[src/rtl/fixed_pkg.sv]
// Shared fixed-point helpers: default formats, derived widths and the
// quantisation function used by the datapath blocks.
package fixed_pkg;

    // Default operand/result formats
    localparam int unsigned DEF_NBA  = 12;
    localparam int unsigned DEF_NBFA = 11;
    localparam int unsigned DEF_NBB  = 8;
    localparam int unsigned DEF_NBFB = 6;
    localparam int unsigned DEF_NBS  = 10;
    localparam int unsigned DEF_NBFS = 9;

    // Integer (sign + magnitude) bits of each format and LSBs dropped
    localparam int unsigned NEA = DEF_NBA - DEF_NBFA;
    localparam int unsigned NEB = DEF_NBB - DEF_NBFB;
    localparam int unsigned NES = DEF_NBS - DEF_NBFS;
    localparam int unsigned D   = DEF_NBFA + DEF_NBFB - DEF_NBFS;

    // Saturation limits of the default output format
    localparam logic [DEF_NBS-1:0] MAXV = {1'b0, {(DEF_NBS-1){1'b1}}};
    localparam logic [DEF_NBS-1:0] MINV = {1'b1, {(DEF_NBS-1){1'b0}}};

    // Working width of fx_quant; every supported product fits with headroom
    localparam int unsigned FXW = 64;

    typedef struct packed {
        logic           ovf;
        logic [FXW-1:0] data;
    } fx_res_t;

    // Quantise a sign-extended product p by dropping d LSBs into an nbs-bit
    // result. Data is returned sign-extended; callers keep the low nbs bits.
    function automatic fx_res_t fx_quant(input logic signed [FXW-1:0] p,
                                         input logic                  rnd,
                                         input logic                  sat,
                                         input int unsigned           d,
                                         input int unsigned           nbs);
        logic signed [FXW-1:0] q;
        logic signed [FXW-1:0] maxv;
        logic signed [FXW-1:0] minv;
        fx_res_t               r;
        q = p;
        if (rnd && (d > 0)) begin
            q = p + (64'sd1 <<< (d - 1));
        end
        q = q >>> d;
        // The wide working width keeps the rounding carry, so range check = overflow
        maxv  = (64'sd1 <<< (nbs - 1)) - 64'sd1;
        minv  = -(64'sd1 <<< (nbs - 1));
        r.ovf = (q > maxv) || (q < minv);
        if (sat && r.ovf) begin
            r.data = q[FXW-1] ? minv : maxv;
        end else begin
            r.data = q;
        end
        return r;
    endfunction

endpackage

[src/rtl/fixed_quantizer.sv]
// Combinational round/saturate stage: S(NBP,NBFP) product -> S(NBS,NBFS).
module fixed_quantizer
    import fixed_pkg::*;
#(
    parameter int unsigned NBP  = 20,
    parameter int unsigned NBFP = 17,
    parameter int unsigned NBS  = 10,
    parameter int unsigned NBFS = 9
) (
    input  logic [NBP-1:0] i_p,
    input  logic           i_round,
    input  logic           i_sat,
    output logic [NBS-1:0] o_data,
    output logic           o_ovf
);

    logic [FXW-1:0] w_p_ext;
    fx_res_t        w_res;
    logic           w_unused_hi;

    // Sign-extend the product and apply the selected rounding/overflow policy
    always_comb begin
        w_p_ext = {{(FXW-NBP){i_p[NBP-1]}}, i_p};
        w_res   = fx_quant(w_p_ext, i_round, i_sat, NBFP - NBFS, NBS);
        o_data  = w_res.data[NBS-1:0];
        o_ovf   = w_res.ovf;
    end

    // Upper bits are only the sign extension of o_data
    assign w_unused_hi = ^w_res.data[FXW-1:NBS];

endmodule

[src/rtl/fixed_mult_pipe.sv]
// Three-stage signed fixed-point multiplier with valid/ready flow control,
// per-sample round/saturate modes and a saturating overflow counter.
module fixed_mult_pipe
    import fixed_pkg::*;
#(
    parameter int unsigned NBA   = DEF_NBA,
    parameter int unsigned NBFA  = DEF_NBFA,
    parameter int unsigned NBB   = DEF_NBB,
    parameter int unsigned NBFB  = DEF_NBFB,
    parameter int unsigned NBS   = DEF_NBS,
    parameter int unsigned NBFS  = DEF_NBFS,
    parameter int unsigned NBCNT = 16
) (
    input  logic               clk,
    input  logic               i_reset,
    input  logic               i_valid,
    output logic               o_ready,
    input  logic [NBA-1:0]     i_a,
    input  logic [NBB-1:0]     i_b,
    input  logic               i_round,
    input  logic               i_sat,
    output logic               o_valid,
    input  logic               i_ready,
    output logic [NBS-1:0]     o_data,
    output logic [NBA+NBB-1:0] o_full,
    output logic               o_ovf,
    input  logic               i_cnt_clr,
    output logic [NBCNT-1:0]   o_ovf_cnt
);

    localparam int unsigned NBP = NBA + NBB;

    logic                  w_en;
    logic                  w_out_xfer;
    logic signed [NBP-1:0] w_prod;
    logic [NBS-1:0]        w_q_data;
    logic                  w_q_ovf;

    logic                  r_v1;
    logic [NBA-1:0]        r_a;
    logic [NBB-1:0]        r_b;
    logic                  r_rnd1;
    logic                  r_sat1;

    logic                  r_v2;
    logic [NBP-1:0]        r_p;
    logic                  r_rnd2;
    logic                  r_sat2;

    logic                  r_v3;
    logic [NBS-1:0]        r_data;
    logic [NBP-1:0]        r_full;
    logic                  r_ovf;

    logic [NBCNT-1:0]      r_cnt;

    // The whole pipe moves together whenever the output slot is free or draining
    assign w_en       = ~r_v3 | i_ready;
    assign w_out_xfer = r_v3 & i_ready;

    // Full-precision signed product; operands pre-extended so nothing can overflow
    always_comb begin
        w_prod = $signed({{NBB{r_a[NBA-1]}}, r_a}) * $signed({{NBA{r_b[NBB-1]}}, r_b});
    end

    fixed_quantizer #(
        .NBP  (NBP),
        .NBFP (NBFA + NBFB),
        .NBS  (NBS),
        .NBFS (NBFS)
    ) u_quant (
        .i_p     (r_p),
        .i_round (r_rnd2),
        .i_sat   (r_sat2),
        .o_data  (w_q_data),
        .o_ovf   (w_q_ovf)
    );

    // S1: capture operands together with their mode bits
    always_ff @(posedge clk) begin
        if (i_reset) begin
            r_v1   <= 1'b0;
            r_a    <= '0;
            r_b    <= '0;
            r_rnd1 <= 1'b0;
            r_sat1 <= 1'b0;
        end else if (w_en) begin
            r_v1   <= i_valid;
            r_a    <= i_a;
            r_b    <= i_b;
            r_rnd1 <= i_round;
            r_sat1 <= i_sat;
        end
    end

    // S2: register the full product, modes follow their sample
    always_ff @(posedge clk) begin
        if (i_reset) begin
            r_v2   <= 1'b0;
            r_p    <= '0;
            r_rnd2 <= 1'b0;
            r_sat2 <= 1'b0;
        end else if (w_en) begin
            r_v2   <= r_v1;
            r_p    <= w_prod;
            r_rnd2 <= r_rnd1;
            r_sat2 <= r_sat1;
        end
    end

    // S3: register the quantised result; held while downstream stalls
    always_ff @(posedge clk) begin
        if (i_reset) begin
            r_v3   <= 1'b0;
            r_data <= '0;
            r_full <= '0;
            r_ovf  <= 1'b0;
        end else if (w_en) begin
            r_v3   <= r_v2;
            r_data <= w_q_data;
            r_full <= r_p;
            r_ovf  <= w_q_ovf;
        end
    end

    // Overflow counter: clear beats increment, sticks at all ones
    always_ff @(posedge clk) begin
        if (i_reset) begin
            r_cnt <= '0;
        end else if (i_cnt_clr) begin
            r_cnt <= '0;
        end else if (w_out_xfer && r_ovf && (r_cnt != {NBCNT{1'b1}})) begin
            r_cnt <= r_cnt + NBCNT'(1);
        end
    end

    assign o_ready   = w_en;
    assign o_valid   = r_v3;
    assign o_data    = r_data;
    assign o_full    = r_full;
    assign o_ovf     = r_ovf;
    assign o_ovf_cnt = r_cnt;

endmodule

[config.mk]
export PLATFORM = sky130hd
export DESIGN_NAME = fixed_mult_pipe
export DESIGN_NICKNAME = d
export VERILOG_FILES = /design/src/rtl/fixed_pkg.sv /design/src/rtl/fixed_quantizer.sv /design/src/rtl/fixed_mult_pipe.sv
export SDC_FILE = /design/constraint.sdc
export NUM_CORES = 1
export LEC_CHECK = 0
export ABC_AREA = 1
export BUFFER_PORTS_ARGS = -buffer_cell sky130_fd_sc_hd__buf_2
export CAP_MARGIN = 15
export CORE_UTILIZATION = 30
export DETAILED_ROUTE_END_ITERATION = 16
export MAX_ROUTING_LAYER = met4
export PLACE_DENSITY = 0.52
export SYNTH_ARGS = -nofsm -noshare
export SYNTH_HDL_FRONTEND = slang
export SYNTH_HIERARCHICAL = 1
export SYNTH_SLANG_ARGS = --single-unit
[constraint.sdc]
create_clock -name clk -period 5.4 [get_ports clk]
set_clock_uncertainty 0.15 [all_clocks]
set_input_delay 1.08 -clock clk [delete_from_list [all_inputs] [get_ports clk]]
set_output_delay 1.08 -clock clk [all_outputs]
set_load 0.005 [all_outputs]
==> out/results.txt, run 1 <==
Max_slew headroom -> 35.3%
Final GP Congestion -> 0.852
Post-synthesis cell count -> 1166
Setup bufs post-CTS -> 0
Pre-CTS setup slack -> 0.738 ns
Setup WS post-layout -> 0.726 ns
Hpwl dp -> 14300 um
Gr usage total -> 14.9%
Max Transition Viols Final -> 0
Die Y -> 167 um
Highest clock rate -> 0.214 GHz
Routed WL per cell -> 11.9 um
Largest net degree at the start of global routing -> 77
Synth area leader -> dfxtp_1
Post-Syn Nets -> 1311
Post-synthesis register bit count -> 94
Via count -> 6838
Via density -> 4.41
Worst EP required -> 5.50 ns
Synthesized area -> 8140 um^2
Minimum clock period -> 4.67 ns
Slew @ Worst Pin -> 0.969 ns
Max VDD drop -> 0.129 mV
Synth area leaders -> dfxtp_1 23%, fa_1 19%, nand2_1 12%
IO Pins -> 76
RSZ-0062 raised after global routing -> false
GRT overflow -> 0
Synth cell types -> 34
Diode count -> 0
Die width -> 167 um
Hold-fix buffers, CTS -> 0
Clk_lat worst skew -> 0.35 ns
Arrival time worst endpoint -> 4.77 ns
Nets -> 1356
Initial antenna violation count -> 0
Initial DRT Pass Iterations -> 4
Final Cell Area -> 9100 um^2
Final wirelength -> 18500 um
TritonCTS clock tree -> built
P_leak -> 5.10 nW
Status -> finished clean
Synth-to-Final Area Change -> 11.7%
CTS resizes -> 0
Crit Path Max Fanout -> 7
# rows -> 59
Pwr Total -> 2.40 mW
First-pass GRT wire length -> 33200 um
Max cap viols -> 0
PwrDens -> 263 nW/um^2
DRC -> 0
Layout cells sized above 1 -> 10.7%
CP Class -> flop to flop
Synthesis Warnings -> 6
Max Buffers Root-to-Sink -> 2
Num CTS Buffers -> 9
DRT iter0 DRCs -> 326
Post-synth top area share -> 23.1%
Initial Utilization -> 30.9%
Final core occ -> 34.5%
HP Class -> flop to flop
CTS root buffer -> clkbuf_16
Clock Sinks -> 94
Synthesized area per cell -> 6.98 um^2
H-tree Lvls -> 3
Vias in the first global route -> 6982
Cell Area, Placed -> 8780 um^2
Core area -> 26400 um^2
CP startpoint kind -> flop
Tcrit/Tclk final -> 86.6%
Worst Setup End Kind -> flop
Clock transition at the registers of the reported paths -> 0.07 ns
Setup-failing EPs final -> 0
Register area share after synthesis -> 23.1%
Antenna-violating nets left -> 0
PortBufs -> 75
Setup_tns -> 0 ns
Full die area -> 27800 um^2
Final Hold Viols -> 0
-- cells in the mapped netlist, drive strengths merged --
cell    count
nand2     273
inv       251
nor2      166
dfxtp      94
o21ai      80
fa         79
nand3      40
ha         39
clkbuf     36
a21oi      27
xor2       21
nor3       12
buf        10
nand4      10
xnor2      10
o21bai      5
or2         5
and2        3
clkinv      2
o211ai      2
a21o        1
-- area by class of cell --
type / instances / area (um^2)
Inverter: 253 / 950
Clock inverter: 6 / 76.3
Timing Repair Buffer: 80 / 413
Tap cell: 335 / 419
Clock buffer: 10 / 239
Multi-Input combinational cell: 773 / 5120
Fill cell: 2854 / 17300
Sequential cell: 94 / 1880
-- where the power goes --
| part | total, mW | internal [mW] | switching, mW |
|---|---|---|---|
| registers | 0.896 | 0.785 | 0.111 |
| clock network | 0.685 | 0.380 | 0.306 |
| logic | 0.814 | 0.321 | 0.493 |
-- cells by family (layout without fill, tap and decap cells) --
kind of cell | after synthesis | in the layout | synth area share [%]
AOI/OAI and AO/OA | 115 | 115 | 7.45
xor gates and xnor gates | 31 | 31 | 3.34
adders and majority gates | 118 | 118 | 25.4
buffers and inverters | 299 | 349 | 14.1
DFF | 94 | 94 | 23.1
and+or+nand+nor | 509 | 509 | 26.6
-- flip-flops by register name (all words and copies together), names as in the netlist --
signal     flops
r_b            8
r_sat1         1
r_rnd1         1
r_v2           1
r_rnd2         1
r_sat2         1
o_ovf          1
r_p           20
o_data        10
o_valid        1
o_full        20
o_ovf_cnt     16
r_a           12
r_v1           1
-- layout by cell type (no fill, tap or decap), types with 5 or more instances in the layout --
| master | synthesis | layout |
|---|---|---|
| nor2_1 | 160 | 160 |
| nor3_1 | 8 | 8 |
| a21oi_1 | 27 | 27 |
| ha_1 | 39 | 39 |
| clkbuf_16 | 0 | 9 |
| nand2_1 | 264 | 264 |
| xor2_1 | 21 | 21 |
| xnor2_1 | 10 | 10 |
| dfxtp_1 | 94 | 94 |
| nand4_1 | 9 | 9 |
| buf_4 | 0 | 5 |
| nand2_2 | 6 | 6 |
| o21bai_1 | 5 | 5 |
| inv_1 | 249 | 248 |
| or2_2 | 5 | 5 |
| fa_1 | 79 | 79 |
| nand3_1 | 36 | 36 |
| o21ai_0 | 79 | 79 |
| buf_2 | 6 | 75 |
-- worst max-delay path, stage by stage, from the launching register on --
cell and delay (ns):
dfxtp_1 0.52, nand2_1 0.13, fa_1 0.71, inv_1 0.19, fa_1 0.53, fa_1 0.54
inv_1 0.05, fa_1 0.52, inv_1 0.04, ha_1 0.37, nand2_1 0.13, nor3_1 0.20
and2_1 0.16, nand2_1 0.06, nand3_1 0.08, nand3_1 0.07, nand2_1 0.07, inv_1 0.03
-- stage by stage --
stage | hold WS, ns | std cells
after floorplan | 0.280 | 1166
after global placement | 0.298 | 1535
after detailed placement | 0.299 | 1535
after CTS | 0.309 | 1551
after global routing | 0.338 | 1551
final | 0.311 | 1551
-- metal layers --
| metal | track usage [%] | vias to the layer above | wire length, um |
|---|---|---|---|
| met1 | 18.4 | 3184 | 8800 |
| met3 | 2.23 | 12 | 611 |
| met2 | 26.0 | 97 | 8910 |
| met5 | - | - | 0 |
| li1 | - | 3545 | - |
| met4 | 2.86 | 0 | 176 |
-- worst paths after layout --
path         slack (ns)    from  cells past startpoint       to
min reg2reg        0.31    r_v2                      2  o_valid
max                0.73  r_b[4]                     17  r_p[18]
max reg2reg        0.73  r_b[4]                     17  r_p[18]
min                0.31    r_v2                      2  o_valid
Power figures use the tool's default switching activity.
==> run 2: changes to the inputs <==
CELL_PAD_IN_SITES_DETAIL_PLACEMENT = 0   (was unset)
CELL_PAD_IN_SITES_GLOBAL_PLACEMENT = 2   (was unset)
PLACE_DENSITY = 0.78   (was 0.52)
==> out/results.txt, run 2 (same netlist as run 1, synthesis figures left out) <==
Final GP Congestion -> 0.829 (-2.6%)
IO Pins -> 76 (unchanged)
Num CTS Buffers -> 9 (unchanged)
Hpwl dp -> 14900 um (+3.6%)
Via count -> 6831 (-0.10%)
Pwr Total -> 2.35 mW (-2.0%)
Final wirelength -> 19400 um (+4.9%)
Full die area -> 27800 um^2 (unchanged)
Vias in the first global route -> 7049 (+0.96%)
GRT overflow -> 0 (unchanged)
Diode count -> 0 (unchanged)
Clock Sinks -> 94 (unchanged)
HP Class -> flop to flop
Highest clock rate -> 0.214 GHz (+0.13%)
Placed Instances -> 1536 (+0.065%)
Crit Path Max Fanout -> 9 (+2)
PwrDens -> 259 nW/um^2 (-1.8%)
# rows -> 59 (unchanged)
CTS root buffer -> clkbuf_16
Largest net degree at the start of global routing -> 87 (+13%)
Synth-to-Final Area Change -> 11.4%
Clock transition at the registers of the reported paths -> 0.08 ns (about the same)
Max cap viols -> 0 (unchanged)
Via density -> 4.40 (-0.17%)
Cell Area, Placed -> 8790 um^2 (about the same)
Core area -> 26400 um^2 (unchanged)
Die Y -> 167 um (unchanged)
Setup bufs post-CTS -> 0 (unchanged)
Worst EP required -> 5.51 ns (about the same)
PortBufs -> 75 (unchanged)
Worst hold margin -> 0.310 ns (-0.00152 ns)
Final Hold Viols -> 0 (unchanged)
Fin cells -> 1552 (+0.064%)
Setup_tns -> 0 ns (unchanged)
Clk_lat worst skew -> 0.36 ns (about the same)
H-tree Lvls -> 3 (unchanged)
Gr usage total -> 15.9% (+0.95 points)
Tcrit/Tclk final -> 86.4% (-0.11 points)
RSZ-0062 raised after global routing -> false
Layout cells sized above 1 -> 10.7% (about the same)
Nets -> 1357 (+0.074%)
Initial Utilization -> 30.9% (unchanged)
TritonCTS clock tree -> built
Slew @ Worst Pin -> 1.03 ns (+0.0612 ns)
Max_slew headroom -> 31.2% (-4.1 points)
Max Transition Viols Final -> 0 (unchanged)
Max VDD drop -> 0.152 mV (+18%)
Routed WL per cell -> 12.5 um (+4.8%)
CP startpoint kind -> flop
CP Class -> flop to flop
Worst Setup End Kind -> flop
Die width -> 167 um (unchanged)
Antenna-violating nets left -> 0 (unchanged)
DRC -> 0 (unchanged)
Initial DRT Pass Iterations -> 5 (+1)
First-pass GRT wire length -> 34600 um (+4.5%)
Arrival time worst endpoint -> 4.78 ns (about the same)
Max Buffers Root-to-Sink -> 2 (unchanged)
CTS resizes -> 0 (unchanged)
Commonest non-fill, non-tap cell in the layout -> nand2_1
DRT iter0 DRCs -> 330 (+1.2%)
Hold-fix buffers, CTS -> 0 (unchanged)
Setup-failing EPs final -> 0 (unchanged)
Commonest cells after routing, fill and taps aside -> 264 x nand2_1, 248 x inv_1, 160 x nor2_1
Minimum clock period -> 4.67 ns (-0.00616 ns)
Final Cell Area -> 9070 um^2 (-0.29%)
P_leak -> 5.09 nW (-0.24%)
Status -> finished clean
Initial antenna violation count -> 0 (unchanged)
## run 2: changes by cell type in the layout (fill, tap and decap cells not counted), sizes merged
cell    change
buf         +1
bufinv      -1
inv         +1
## run 2: cell type report
class | count | area (um^2)
tap | 335 | 419
clock buffer | 10 | 229
multi-input combinational | 773 | 5120
timing repair buffer | 81 | 420
clock inverter | 6 | 52.6
fill | 2894 | 17300
sequential | 94 | 1880
inverter | 253 | 950
## run 2: per-stage QoR
step                setup slack [ns]  util (%)
global route                   0.297      34.4
CTS                            0.697      34.4
detailed placement             0.714      33.3
floorplan                      0.888         -
finish                         0.732      34.4
global placement               0.754      33.3
## run 2: worst max-delay path: stages (launching register included)
cell	delay, ns
dfxtp_1	0.48
nand2_1	0.21
fa_1	0.69
inv_1	0.19
fa_1	0.54
fa_1	0.54
inv_1	0.05
fa_1	0.52
inv_1	0.04
ha_1	0.36
nand2_1	0.13
nor3_1	0.18
and2_1	0.15
nand2_1	0.06
nand3_1	0.08
nand3_1	0.07
nand2_1	0.09
inv_1	0.03
## run 2: worst paths after layout
path / from / end / slack [ns] / cells after the start
max reg2reg: r_a[11] / r_p[18] / 0.73 / 17
min: r_v2 / r_v2 / 0.31 / 2
min reg2reg: r_v2 / r_v2 / 0.31 / 2
max: r_a[11] / r_p[18] / 0.73 / 17
## run 2: report_power, final
| group | switching (mW) | internal [mW] |
|---|---|---|
| sequential | 0.114 | 0.785 |
| clock | 0.312 | 0.321 |
| combinational | 0.493 | 0.322 |
## run 2: metal layers
metal,vias up,wire length [um],GRT usage (%),part of all wire (%)
met1,3200,9400,20.1,48
met5,-,0,-,0
met3,12,485,2.12,2.5
met4,0,198,3.50,1.0
met2,75,9310,27.0,48
li1,3544,-,-,-
==> run 3: changes to the inputs <==
CTS_BUF_LIST = sky130_fd_sc_hd__clkbuf_2 sky130_fd_sc_hd__clkbuf_4 sky130_fd_sc_hd__clkbuf_8   (was unset)
==> out/results.txt, run 3 (same netlist as run 1, synthesis figures left out) <==
PortBufs -> 75 (unchanged)
Layout cells sized above 1 -> 10.8% (+0.082 points)
Final Hold Viols -> 0 (unchanged)
Setup bufs post-CTS -> 0 (unchanged)
Initial Utilization -> 30.9% (unchanged)
HP Class -> flop to flop
Synth-to-Final Area Change -> 10.2%
Initial antenna violation count -> 0 (unchanged)
Status -> finished clean
Commonest cells after routing, fill and taps aside -> 264 x nand2_1, 248 x inv_1, 160 x nor2_1
Max cap viols -> 0 (unchanged)
GRT overflow -> 0 (unchanged)
Diode count -> 0 (unchanged)
Commonest non-fill, non-tap cell in the layout -> nand2_1
H-tree Lvls -> 3 (unchanged)
Critical Path Most Common Cell -> nand2_1
RSZ-0062 raised after global routing -> false
P_leak -> 5.05 nW (-0.84%)
CP max stage delay -> 0.54 ns (-0.15 ns)
Core area -> 26400 um^2 (unchanged)
Via count -> 6801 (-0.44%)
Fin cells -> 1552 (unchanged)
PwrDens -> 244 nW/um^2 (-5.7%)
Sw power -> 0.903 mW (-1.7%)
Worst EP required -> 5.54 ns (+0.03 ns)
Hold-fix buffers, CTS -> 0 (unchanged)
Slew @ Worst Pin -> 1.04 ns (+0.00613 ns)
First-pass GRT wire length -> 34500 um (-0.30%)
CTS root buffer -> clkbuf_8
Max Buffers Root-to-Sink -> 2 (unchanged)
Num CTS Buffers -> 9 (unchanged)
Clock Sinks -> 94 (unchanged)
Routed WL per cell -> 12.5 um (-0.14%)
Arrival time worst endpoint -> 4.82 ns (+0.04 ns)
Antenna-violating nets left -> 0 (unchanged)
CP cell instances -> inv_1 -> or2_2 -> fa_1 -> fa_1 -> fa_1 -> fa_1 -> inv_1 -> ha_1 -> nand2_1 -> inv_1 -> a21oi_1 -> nand2_1 -> nand2_1 -> nand2_1 -> nand2_1 -> nand2_1 -> nor2_1 -> nor2_1
Clock transition at the registers of the reported paths -> 0.12 ns (+0.04 ns)
Slowest CP cell -> fa_1
Full die area -> 27800 um^2 (unchanged)
Final wirelength -> 19400 um (-0.14%)
Setup-failing EPs final -> 0 (unchanged)
Minimum clock period -> 4.68 ns (+0.0115 ns)
Largest net degree at the start of global routing -> 87 (unchanged)
Cell Area, Placed -> 8790 um^2 (unchanged)
Final Cell Area -> 8970 um^2 (-1.1%)
Clk pwr share -> 21.8% (-5.2 points)
Max VDD drop -> 0.138 mV (-9.4%)
IO Pins -> 76 (unchanged)
TritonCTS clock tree -> built
CP startpoint kind -> flop
Via density -> 4.38 (-0.44%)
Worst Setup End Kind -> flop
Pwr Total -> 2.19 mW (-6.7%)
Clk_lat worst skew -> 0.40 ns (+0.04 ns)
Combinational share of power -> 37.2% (+2.5 points)
Sw Ratio -> 41.2% (+2.1 points)
CTS resizes -> 0 (unchanged)
Final GP Congestion -> 0.829 (unchanged)
Crit Path Max Fanout -> 14 (+5)
Tcrit/Tclk final -> 86.7% (+0.21 points)
Pint -> 1.29 mW (-9.9%)
Die Y -> 167 um (unchanged)
Setup_tns -> 0 ns (unchanged)
Max_slew headroom -> 30.8% (-0.41 points)
Gr usage total -> 15.9% (about the same)
Final core occ -> 34.0% (-0.37 points)
Sequential Power Share -> 41.0% (+2.7 points)
Die width -> 167 um (unchanged)
Hpwl dp -> 14900 um (unchanged)
DRC -> 0 (unchanged)
Vias in the first global route -> 7030 (-0.27%)
# rows -> 59 (unchanged)
Max Transition Viols Final -> 0 (unchanged)
Nets -> 1357 (unchanged)
Initial DRT Pass Iterations -> 5 (unchanged)
DRT iter0 DRCs -> 321 (-2.7%)
CP Class -> flop to flop
Highest clock rate -> 0.214 GHz (-0.25%)
Placed Instances -> 1536 (unchanged)
[run 3: cell counts in the layout (fill, tap and decap cells not counted)]
No cell type changed its count.
[run 3: cell type report]
type,count,area [um^2]
Tap cell,335,419
Multi-Input combinational cell,773,5120
Inverter,253,950
Sequential cell,94,1880
Fill cell,2908,17400
Timing Repair Buffer,81,420
Clock inverter,6,52.6
Clock buffer,10,131
[run 3: routing by layer]
| layer | wire length (um) | vias up | global-route usage [%] |
|---|---|---|---|
| li1 | - | 3536 | - |
| met3 | 324 | 10 | 2.09 |
| met2 | 9270 | 53 | 26.9 |
| met5 | 0 | - | - |
| met4 | 196 | 0 | 3.70 |
| met1 | 9570 | 3202 | 20.1 |
[run 3: critical path: cells and delay by family (launching register included)]
kind,cells,cell delay [ns]
flip-flops,1,0.32
AND/OR/NAND/NOR,9,1.12
buffers and inverters,3,0.31
AO/OA/AOI/OAI,1,0.25
adder cells (fa/ha/maj),5,2.44
[run 3: final timing paths]
| path | startpoint | end | slack [ns] | depth (start not counted) |
|---|---|---|---|---|
| setup / recovery | r_b[7] | r_p[19] | 0.72 | 18 |
| hold / removal | r_v2 | r_v2 | 0.31 | 2 |
| setup reg to reg | r_b[7] | r_p[19] | 0.72 | 18 |
| hold reg to reg | r_v2 | r_v2 | 0.31 | 2 |
[run 3: power groups by stage]
stage	Clock (mW)	Sequential [mW]	Combinational, mW
4_1_cts	0.507	0.902	0.841
5_1_grt	0.537	0.917	0.980
3_3_place_gp	0	0.918	0.836
6_report	0.477	0.898	0.815
2_1_floorplan	0	0.866	0.639
3_5_place_dp	0	0.918	0.834
[run 3: metrics by stage]
stage	worst slack (ns)	hold slack, ns
global placement	0.754	0.308
floorplan	0.888	0.280
global route	0.293	0.333
finish	0.721	0.314
detailed placement	0.714	0.307
CTS	0.694	0.323
